[config.mk]
export PLATFORM = sky130hd
export DESIGN_NAME = encoder
export DESIGN_NICKNAME = d
export VERILOG_FILES = /design/src/rtl/encoder_pkg.sv /design/src/rtl/encoder_interval_timer.sv /design/src/rtl/encoder.sv
export SDC_FILE = /design/constraint.sdc
export NUM_CORES = 1
export LEC_CHECK = 0
export BUFFER_PORTS_ARGS = -buffer_cell sky130_fd_sc_hd__buf_2
export CAP_MARGIN = 20
export CORE_MARGIN = 1
export CORE_UTILIZATION = 60
export CTS_CLUSTER_DIAMETER = 60
export CTS_CLUSTER_SIZE = 20
export DETAILED_ROUTE_END_ITERATION = 6
export PLACE_DENSITY = 0.79
export SLEW_MARGIN = 25
export SYNTH_ARGS = -nofsm -noshare
export SYNTH_HDL_FRONTEND = slang
export SYNTH_SLANG_ARGS = --single-unit
[constraint.sdc]
create_clock -name clock -period 3.5 [get_ports clock]
set_input_delay 0.525 -clock clock [delete_from_list [all_inputs] [get_ports clock]]
set_output_delay 0.525 -clock clock [all_outputs]
set_load 0.02 [all_outputs]
[src/rtl/encoder_pkg.sv]
// Shared line-code constants and state encoding for the pulse-interval encoder.
package encoder_pkg;

  localparam int PACKET_SIZE            = 8;
  localparam int COUNTER_SIZE           = 4;
  localparam int INTERVAL_LOW           = 2;
  localparam int INTERVAL_HIGH          = 5;
  localparam int GUARD_INTERVAL_DEFAULT = INTERVAL_HIGH;

  // Bit index width; a 1-bit word still needs a 1-bit index register.
  localparam int IDX_W = (PACKET_SIZE > 1) ? $clog2(PACKET_SIZE) : 1;

  typedef enum logic [2:0] {
    ENC_IDLE,
    ENC_START,
    ENC_GAP,
    ENC_PULSE,
    ENC_GUARD
  } enc_state_e;

  // Timer load value for a bit's gap: the timer counts load..0, so N low
  // cycles need a load of N-1.
  function automatic logic [COUNTER_SIZE-1:0] gap_load(input logic b);
    return b ? COUNTER_SIZE'(INTERVAL_HIGH - 1) : COUNTER_SIZE'(INTERVAL_LOW - 1);
  endfunction

endpackage

[src/rtl/encoder_interval_timer.sv]
// Loadable down-counter shared by the GAP and GUARD phases; saturates at 0.
module encoder_interval_timer
  import encoder_pkg::*;
(
  input  logic                    clock,
  input  logic                    reset,
  input  logic                    load,
  input  logic [COUNTER_SIZE-1:0] value,
  output logic                    zero
);

  logic [COUNTER_SIZE-1:0] cnt_q, cnt_d;

  // Load wins over counting; otherwise count down and hold at zero.
  always_comb begin
    cnt_d = cnt_q;
    if (load)
      cnt_d = value;
    else if (cnt_q != '0)
      cnt_d = cnt_q - COUNTER_SIZE'(1);
  end

  // Counter register.
  always_ff @(posedge clock) begin
    if (reset) cnt_q <= '0;
    else       cnt_q <= cnt_d;
  end

  assign zero = (cnt_q == '0);

endmodule

[src/rtl/encoder.sv]
// Pulse-interval line encoder: start pulse, then one pulse per data bit (LSB
// first) whose preceding low-time encodes the bit value.
module encoder
  import encoder_pkg::*;
#(
  parameter int GUARD_INTERVAL = GUARD_INTERVAL_DEFAULT
) (
  input  logic                   clock,
  input  logic                   reset,
  input  logic [PACKET_SIZE-1:0] data,
  input  logic                   data_valid,
  output logic                   data_ready,
  output logic                   signal,
  output logic                   done
);

  // Parameter sanity: the receiver needs distinguishable gaps and the timer
  // must be able to hold every load value.
  if (INTERVAL_LOW < 2) begin : g_bad_low
    $error("encoder: INTERVAL_LOW must be >= 2");
  end
  if (INTERVAL_HIGH < INTERVAL_LOW + 2) begin : g_bad_high
    $error("encoder: INTERVAL_HIGH must be >= INTERVAL_LOW + 2");
  end
  if (INTERVAL_HIGH >= 2**COUNTER_SIZE || GUARD_INTERVAL >= 2**COUNTER_SIZE
      || GUARD_INTERVAL < 1) begin : g_bad_cnt
    $error("encoder: intervals must fit the interval timer");
  end

  localparam logic [IDX_W-1:0]        LAST_IDX   = IDX_W'(PACKET_SIZE - 1);
  localparam logic [COUNTER_SIZE-1:0] GUARD_LOAD = COUNTER_SIZE'(GUARD_INTERVAL - 1);

  enc_state_e             state_q, state_d;
  logic [PACKET_SIZE-1:0] shreg_q, shreg_d;
  logic [IDX_W-1:0]       idx_q, idx_d;
  logic                   signal_q, signal_d;
  logic                   done_q, done_d;
  logic                   ready_q, ready_d;

  logic                    tmr_load;
  logic [COUNTER_SIZE-1:0] tmr_value;
  logic                    tmr_zero;
  logic [PACKET_SIZE-1:0]  shifted;

  encoder_interval_timer u_timer (
    .clock (clock),
    .reset (reset),
    .load  (tmr_load),
    .value (tmr_value),
    .zero  (tmr_zero)
  );

  // Next-state and registered-output logic. signal/done default low so every
  // pulse is exactly one cycle wide.
  always_comb begin
    state_d   = state_q;
    shreg_d   = shreg_q;
    idx_d     = idx_q;
    signal_d  = 1'b0;
    done_d    = 1'b0;
    ready_d   = ready_q;
    tmr_load  = 1'b0;
    tmr_value = '0;
    shifted   = shreg_q >> 1;
    unique case (state_q)
      ENC_IDLE: begin
        if (data_valid && ready_q) begin
          shreg_d  = data;
          ready_d  = 1'b0;
          signal_d = 1'b1;
          state_d  = ENC_START;
        end
      end
      ENC_START: begin
        tmr_load  = 1'b1;
        tmr_value = gap_load(shreg_q[0]);
        state_d   = ENC_GAP;
      end
      ENC_GAP: begin
        if (tmr_zero) begin
          signal_d = 1'b1;
          // done rides along with the final pulse
          done_d   = (idx_q == LAST_IDX);
          state_d  = ENC_PULSE;
        end
      end
      ENC_PULSE: begin
        shreg_d  = shifted;
        tmr_load = 1'b1;
        if (idx_q == LAST_IDX) begin
          idx_d     = '0;
          tmr_value = GUARD_LOAD;
          state_d   = ENC_GUARD;
        end else begin
          idx_d     = idx_q + IDX_W'(1);
          tmr_value = gap_load(shifted[0]);
          state_d   = ENC_GAP;
        end
      end
      ENC_GUARD: begin
        if (tmr_zero) begin
          ready_d = 1'b1;
          state_d = ENC_IDLE;
        end
      end
      default: state_d = ENC_IDLE;
    endcase
  end

  // State and output registers; reset abandons any in-flight packet.
  always_ff @(posedge clock) begin
    if (reset) begin
      state_q  <= ENC_IDLE;
      shreg_q  <= '0;
      idx_q    <= '0;
      signal_q <= 1'b0;
      done_q   <= 1'b0;
      ready_q  <= 1'b1;
    end else begin
      state_q  <= state_d;
      shreg_q  <= shreg_d;
      idx_q    <= idx_d;
      signal_q <= signal_d;
      done_q   <= done_d;
      ready_q  <= ready_d;
    end
  end

  assign data_ready = ready_q;
  assign signal     = signal_q;
  assign done       = done_q;

endmodule

**Word-level counts from Yosys, hierarchy flattened**

Index checks and enable logic that the tools add are counted.

- Input port bits: 11
- Register bits after elaboration: 21
- Word-level logic and storage cells: 52

- Reduce and logical (&&, ||, !) cells: 12
- Equal/unequal tests: 8
- Bitwise logic cells: 2
- Add/subtract/negate cells: 2
- Muxes and demuxes: 21

Operators with widths:

| cell | count |
|---|---|
| two-way mux 3 bit | 8 |
| case mux 8 bit (2 select lines) | 1 |
| case mux 3 bit (5 select lines) | 1 |
| two-way mux 4 bit | 2 |
| two-way mux 8 bit | 1 |
| == test 3 x 2 -> 1 bit (second input constant) | 2 |
| == test 3 bit (second input constant) | 2 |
| != test 2 bit (second input constant) | 3 |
| case mux 3 bit (2 select lines) | 1 |
| AND reduction 3 bit | 2 |
| nonzero test 2 bit | 3 |
| two-way mux 1 bit | 5 |
| logical NOT 4 bit | 1 |
| case mux 1 bit (2 select lines) | 2 |
| nonzero test 4 bit | 1 |
| subtractor 4 x 1 -> 4 bit (second input constant) | 1 |
| adder 3 x 1 -> 3 bit (second input constant) | 1 |
| == test 3 x 1 -> 1 bit (second input constant) | 1 |
| logical NOT 3 bit | 1 |
| OR reduction 3 bit | 1 |
| inverter 1 bit | 2 |
| AND reduction 2 bit | 1 |
| OR reduction 2 bit | 1 |
| logical AND 1 bit | 1 |

**Depth between registers and ports, before layout**

Gate-level depths: netlist (run 1).

- Depth after elaboration: 4
- Depth in mapped cells: 5
- Depth with buffers taken out: 5

**Hierarchy**

From an unflattened synthesis (run 1), not the netlist that was laid out.

- Cells, all modules: 126
- Area total of the unflattened synthesis: 1161.1 um^2

By module, submodules not included:

| module | area an instance (um^2) | cells an instance | times used |
|---|---|---|---|
| encoder | 932.1 | 102 | 1 |
| encoder_interval_timer | 229.0 | 24 | 1 |

**Least setup slack after synthesis (run 1)**

OpenSTA, ideal clock, no wires.

- Path type: register -> register
- From: reg u_timer.cnt_q[0]
- To: reg signal_q (netlist: signal)
- Arrival: 1.272 ns
- Stages on the path, launching flop included: 5
- Setup slack: 2.125 ns
- Path buffers: 0
- Period minus slack after synthesis: 1.375 ns
- Library setup time: 0.103 ns
- Cells stage by stage: dfxtp_1 > inv_1 > ha_1 > or3b_4 > a2111oi_2

- Word-level cells in the longest chain between the ends: 3

Ends and longest elaborated chain:

| what | RTL line | source |
|---|---|---|
| from (decl) | encoder_interval_timer.sv:12 | `logic [COUNTER_SIZE-1:0] cnt_q, cnt_d;` |
| from (signal assigned) | encoder_interval_timer.sv:26 | `else cnt_q <= cnt_d;` |
| logical NOT 4 bit | encoder_interval_timer.sv:29 | `assign zero = (cnt_q == '0);` |
| two-way mux 1 bit | encoder.sv:80 | `if (tmr_zero) begin` |
| case mux 1 bit (2 select lines) | encoder.sv:65 | `unique case (state_q)` |
| to (signal assigned) | encoder.sv:123 | `signal_q <= signal_d;` |
| to (decl) | encoder.sv:36 | `logic signal_q, signal_d;` |

Every way passes these cells.
A chain may end at the register's enable or synchronous reset.

**Final worst setup path (run 1)**

- From: reg state_q[0]
- To: reg idx_q[0]

- Word-level cells in the longest chain between the ends: 1

Ends and longest elaborated chain:

| what | RTL line | source |
|---|---|---|
| from (decl) | encoder.sv:33 | `enc_state_e state_q, state_d;` |
| from (signal assigned) | encoder.sv:120 | `state_q <= state_d;` |
| == test 3 x 2 -> 1 bit | encoder.sv:65 |  |
| to (signal assigned) | encoder.sv:122 | `idx_q <= idx_d;` |
| to (decl) | encoder.sv:35 | `logic [IDX_W-1:0] idx_q, idx_d;` |

Every way passes these cells.

==> reports/summary.log, run 1 <==
qor: power.cellLeakagePower 0.000484 uW
qor: critical_path.cp_slowest_stage_delay 630 ps
qor: synth.mapped_nets 122
qor: power.total_power 812 uW
qor: die.fp.dieW 45.3 um
qor: timing.final.period_utilization 0.515
qor: die.design.portCount 14
qor: timing.hold-worst-slack 470 ps
qor: placement.post-place-ws 1740 ps
qor: synth.syn-cell-area 1130 um^2
qor: synth.netlist_instances 107
qor: clock_tree.cts-root-buf clkbuf_4
qor: timing.finalSetupViolCount 0
qor: synth.synth.avg_cell_area 10.5 um^2
qor: routing.route.vias.total 848
qor: critical_path.arrival 2050 ps
qor: min_path.hp-start idx_q[1]$_SDFFE_PP0N_
qor: global_routing.first_global_vias 732
qor: critical_path.worstPathRequired 3740 ps
qor: critical_path.worst_r2r_startpoint state_q[0]$_SDFFE_PP0P_
qor: die.floorplan.initialDensity 0.645
qor: global_routing.antenna_found_initial 0
qor: routing.drt-total-wl 1.96 mm
qor: placement.routability_congestion_estimate_from_global_placement 0.770
qor: routing.first_iter_violations 21
qor: die.die_area 2050 um^2
qor: routing.detail-route-antenna-nets 0
qor: global_routing.first_pass_grt_wire_length 3.26 mm
qor: critical_path.cp_cell_sequence nand3b_1, or3_1, a21oi_1
qor: clock_tree.cts_repair_resize_count 0
qor: power.pwr_cell_area 676 nW/um^2
qor: critical_path.reg2reg_slack 1700 ps
qor: die.placementRows 15
qor: clock_tree.cts_inserted_buffers 3
qor: clock_tree.postCtsSetupRepairBufs 0
qor: placement.port-buffer-count 13
qor: timing.setup_tns 0 ps
qor: synth.ys.warnings.count 0
qor: timing.worst_slack 1700 ps
qor: die.die_height 45.3 um
qor: synth.synth_sequential_area_ratio 0.373
qor: timing.skew 3.45 ps
qor: critical_path.timing.rr.end idx_q[0]$_SDFFE_PP0N_
qor: critical_path.cp_slowest_cell dfxtp_1
qor: critical_path.crit_path_end_kind flip-flop
qor: min_path.timing.hold.worst_endpoint idx_q[1]$_SDFFE_PP0N_
qor: synth.post_synth_main_area_contributors dfxtp_1 (37%), a221oi_2 (9.3%), mux2i_1 (6.2%), ha_1 (4.4%), a2111oi_2 (4.0%)
qor: clock_tree.cts_hold_buffers 0
qor: global_routing.grt_util_all_layers 0.221
qor: clock_tree.clk_path_buf_depth 2
qor: timing.timing_hold_violations_final 0
qor: clock_tree.worstSkewPairLatency 300 ps
qor: global_routing.maximum_number_of_pins_on_one_net_before_global_route_repair 21
qor: synth.number_of_register_bits_inferred_by_synthesis 21
qor: clock_tree.clkTransAtPathRegs 120 ps
qor: finish.most_common_cell_after_layout_fill_and_taps_aside dfxtp_1
qor: clock_tree.h-tree-depth 1
qor: timing.max_slew_margin 0.619
qor: synth.fraction_of_registers_with_async_set_or_reset_after_synthesis 0
qor: clock_tree.cts_tree built
qor: synth.ys_dominant_reg_cell dfxtp_1
qor: power.ir_worst_vdd 394 uV
qor: timing.slew_violations 0
qor: finish.n_antenna_cell 0
qor: critical_path.cp-start-kind flip-flop
qor: timing.worst_pin_slew 570 ps
qor: critical_path.criticalPathCategory flip-flop to flip-flop
qor: timing.fmaxAchievable 555 MHz
qor: finish.final_net_count 133
qor: die.core_area 1750 um^2
qor: finish.area_growth_from_synthesis_to_final_layout 6.67%
qor: placement.placed_wire_length_estimate_after_detailed_placement 1.43 mm
qor: finish.layout.cells.most_common_list dfxtp_1 (21), buf_2 (13), nor2_1 (9)
qor: synth.synth.distinct_cells 39
qor: critical_path.r2r.worst_path.cells 3
qor: global_routing.globalRouteOverflowTotal 0
qor: routing.drt-pass1-iter-count 4
qor: min_path.timing.hold.worst.class flip-flop to flip-flop
qor: finish.drive_gt1_frac 0.282
qor: synth.synth.top_cell.area_share 0.373
qor: timing.setup_repair_after_global_routing_missed_its_margin false
qor: critical_path.critical_path.max_fanout 13
qor: job.max-cap-violations 0
qor: routing.via_density_per_instance 5.97
qor: timing.fin_crit 1800 ps
qor: min_path.hold_depth 2
qor: synth.synth_enable_flop_cells 0
qor: routing.route.detailed.wl_per_inst 13.8 um
qor: clock_tree.numClockSinks 21
qor: status.status completed
qor: routing.detail_route.drc_violations 0
qor: synth.synth_area_leader_cell dfxtp_1
metrics by stage:
| stage | cell area, um^2 | std cells | util |
|---|---|---|---|
| 6_report | 1200 | 142 | 0.688 |
| 5_1_grt | 1200 | 142 | 0.688 |
| 4_1_cts | 1200 | 142 | 0.688 |
| 3_3_place_gp | 1170 | 138 | 0.672 |
| 3_5_place_dp | 1170 | 138 | 0.672 |
| 2_1_floorplan | 1130 | 107 | - |
cells by family after synthesis:
group                    share of synthesized area
buffers and inverters                       0.0500
AO/OA/AOI/OAI                                0.223
multiplexers                                0.0622
AND/OR/NAND/NOR                              0.223
adder cells (fa/ha/maj)                     0.0444
flip-flops                                   0.373
XOR/XNOR                                    0.0233
layout make-up:
class | instances | area [um^2]
multi-input cells | 77 | 649
well taps | 25 | 31.3
clock buffers | 3 | 22.5
inverters | 2 | 7.51
repair buffers | 13 | 65.1
flip-flops and latches | 21 | 420
fillers | 146 | 544
clock inverters | 1 | 5.00
state kept, by name, indices dropped and copies added, names as in the netlist:
signal and flops:
data_ready 1, done 1, idx_q 3, shreg_q 8
signal 1, state_q 3, u_timer.cnt_q 4
cells in the mapped netlist (3+ instances only):
cell	instances
a2111oi_2	3
mux2i_1	7
nand2_1	7
buf_2	3
xnor2_1	3
ha_1	4
dfxtp_1	21
nor2_1	9
a221oi_2	7
a21oi_1	7
critical path: cells and delay by family, from the launching register on:
kind | cells | cell delay [ps]
simple gates | 2 | 1000
flops | 1 | 630
compound gates | 1 | 120
per-layer routing:
metal  GRT usage  share of wire  up-vias  wire length (um)
met2       0.330           0.47       11               914
li1            -              -      426                 -
met1       0.308           0.50      407               980
met5           0              0        -                 0
met4      0.0909          0.013        0                25
met3      0.0480          0.021        4                41
where the power goes:
| part | internal [uW] | switching [uW] |
|---|---|---|
| sequential | 295 | 61.6 |
| combinational | 162 | 178 |
| clock | 42.6 | 72.9 |
how the worst max path moves through the flow:
stage / start / endpoint / slack [ps] / cells past startpoint
global route: state_q[0]$_SDFFE_PP0P_ / idx_q[0]$_SDFFE_PP0N_ / 1580 / 3
detailed placement: state_q[0]$_SDFFE_PP0P_ / idx_q[0]$_SDFFE_PP0N_ / 1740 / 3
global placement: state_q[0]$_SDFFE_PP0P_ / idx_q[0]$_SDFFE_PP0N_ / 1800 / 3
floorplan: u_timer.cnt_q[0]$_SDFFE_PP0P_ / signal$_SDFF_PP0_ / 2120 / 4
CTS: state_q[0]$_SDFFE_PP0P_ / idx_q[0]$_SDFFE_PP0N_ / 1710 / 3
finish: state_q[0]$_SDFFE_PP0P_ / idx_q[0]$_SDFFE_PP0N_ / 1700 / 3
Power figures use the tool's default switching activity.
==> inputs of run 2 (changes only) <==
- CORE_UTILIZATION: 60 -> 56
- PLACE_DENSITY: 0.79 -> 0.74
- clock period: 3.5 -> 1.9 ns (I/O delays scaled with it)
==> run 2 against run 1 <==
  * Core utilization shrank 1.7 points
  * Die area rose by 6.8%
  * Clock skew rose by 0.71 ps
  * Total power increased by 87%
  * Fmax is 17% higher
  * Clock power is 87% higher
  * Wire length increased by 5.9%
  * Clock-buffer cell count did not move
  * Flip-flop and latch count is the same
  * Global-route usage up 0.056 points
==> reports/summary.log, run 2 (same netlist as run 1, synthesis figures left out) <==
qor: power.cellLeakagePower 0.000489 uW
qor: placement.placed_wire_length_estimate_after_detailed_placement 1.54 mm
qor: timing.setup_tns 0 ps
qor: die.die_area 2190 um^2
qor: global_routing.first_global_vias 800
qor: power.pwr_cell_area 1260 nW/um^2
qor: routing.route.detailed.wl_per_inst 14.5 um
qor: clock_tree.cts_tree built
qor: critical_path.worst_setup_path_endpoint signal$_SDFF_PP0_
qor: routing.route.vias.total 817
qor: die.core_area 1800 um^2
qor: routing.first_iter_violations 3
qor: finish.n_antenna_cell 0
qor: clock_tree.numClockSinks 21
qor: timing.slew_violations 0
qor: clock_tree.clk_path_buf_depth 2
qor: routing.detail_route.drc_violations 0
qor: timing.final.period_utilization 0.814
qor: routing.via_density_per_instance 5.71
qor: finish.top_regs shreg_q x8, u_timer.cnt_q x4
qor: timing.hold-worst-slack 278 ps
qor: global_routing.globalRouteOverflowTotal 0
qor: status.status completed
qor: power.ir_worst_vdd 716 uV
qor: critical_path.criticalPathCategory flip-flop to flip-flop
qor: timing.finalSetupViolCount 0
qor: finish.largest_register shreg_q
qor: critical_path.critical_path.max_fanout 6
qor: critical_path.worstPathRequired 2110 ps
qor: clock_tree.h-tree-depth 1
qor: finish.layout.cells.most_common_list dfxtp_1 (21), buf_2 (13), nor2_1 (9)
qor: timing.skew 4.15 ps
qor: die.floorplan.initialDensity 0.625
qor: finish.most_common_cell_after_layout_fill_and_taps_aside dfxtp_1
qor: global_routing.antenna_found_initial 0
qor: clock_tree.worstSkewPairLatency 310 ps
qor: timing.worst_pin_slew 534 ps
qor: die.die_height 46.8 um
qor: job.max-cap-violations 0
qor: timing.timing_hold_violations_final 0
qor: critical_path.crit_path_end_kind flip-flop
qor: timing.max_slew_margin 0.644
qor: finish.area_growth_from_synthesis_to_final_layout 7.33%
qor: routing.drt-total-wl 2.08 mm
qor: global_routing.first_pass_grt_wire_length 3.40 mm
qor: finish.final_net_count 134
qor: critical_path.worstSetupStartpoint u_timer.cnt_q[0]$_SDFFE_PP0P_
qor: clock_tree.cts_hold_buffers 0
qor: clock_tree.cts-root-buf clkbuf_4
qor: global_routing.grt_util_all_layers 0.222
qor: critical_path.arrival 1750 ps
qor: clock_tree.clkTransAtPathRegs 120 ps
qor: timing.fin_crit 1550 ps
qor: die.placementRows 15
qor: global_routing.maximum_number_of_pins_on_one_net_before_global_route_repair 21
qor: critical_path.timing.rr.end signal$_SDFF_PP0_
qor: finish.largest_register_ff_count 8
qor: clock_tree.cts_inserted_buffers 3
qor: critical_path.worst_r2r_startpoint u_timer.cnt_q[0]$_SDFFE_PP0P_
qor: die.design.portCount 14
qor: critical_path.reg2reg_slack 350 ps
qor: clock_tree.cts_repair_resize_count 0
qor: routing.drt-pass1-iter-count 4
qor: timing.fmaxAchievable 647 MHz
qor: critical_path.cp-start-kind flip-flop
qor: placement.port-buffer-count 13
qor: die.fp.dieW 46.8 um
qor: routing.detail-route-antenna-nets 0
qor: clock_tree.postCtsSetupRepairBufs 0
qor: finish.drive_gt1_frac 0.288
qor: placement.routability_congestion_estimate_from_global_placement 0.719
qor: timing.setup_repair_after_global_routing_missed_its_margin false
qor: min_path.timing.hold.worst.class input port to flip-flop
qor: critical_path.r2r.worst_path.cells 4
## run 2: power breakdown
| part | switching (uW) | internal (uW) | total, uW |
|---|---|---|---|
| Combinational | 339 | 304 | 643 |
| Clock | 138 | 78.6 | 217 |
| Sequential | 115 | 544 | 659 |
## run 2: through the flow
step / total power, uW / area, um^2 / instances / setup WS (ps) / utilization
2_1_floorplan: 1190 / 1130 / 107 / 525 / -
3_3_place_gp: 1280 / 1180 / 139 / 439 / 0.656
3_5_place_dp: 1320 / 1180 / 139 / 376 / 0.656
4_1_cts: 1530 / 1210 / 143 / 348 / 0.671
5_1_grt: 1630 / 1210 / 143 / 238 / 0.671
6_report: 1520 / 1210 / 143 / 354 / 0.671
## run 2: final cells by class
class                   count  area, um^2
clock buffers               3        22.5
clock inverters             1        5.00
fillers                   164         593
inverters                   2        7.51
multi-input cells          77         649
flip-flops and latches     21         420
well taps                  25        31.3
repair buffers             14        72.6
## run 2: how the worst min path moves through the flow
stage,depth (start not counted),start,endpoint,slack [ps]
finish,3,data[7],shreg_q[7]$_SDFFE_PP0P_,280
global route,3,data[7],shreg_q[7]$_SDFFE_PP0P_,260
CTS,3,data[7],shreg_q[7]$_SDFFE_PP0P_,280
detailed placement,2,idx_q[2]$_SDFFE_PP0N_,idx_q[2]$_SDFFE_PP0N_,470
global placement,2,idx_q[2]$_SDFFE_PP0N_,idx_q[2]$_SDFFE_PP0N_,450
floorplan,2,idx_q[1]$_SDFFE_PP0N_,idx_q[1]$_SDFFE_PP0N_,440
## run 2: layer usage
metal | global-route usage | share of wire | up-vias
li1 | - | - | 423
met1 | 0.261 | 0.46 | 381
met2 | 0.400 | 0.50 | 11
met3 | 0.0615 | 0.034 | 2
met4 | 0.0514 | 0.0048 | 0
met5 | 0 | 0 | -
## run 2: critical path, stage by stage (launching register included)
cell and delay (ps):
dfxtp_1 330, inv_1 110, ha_1 180, or3b_4 430, a2111oi_2 390
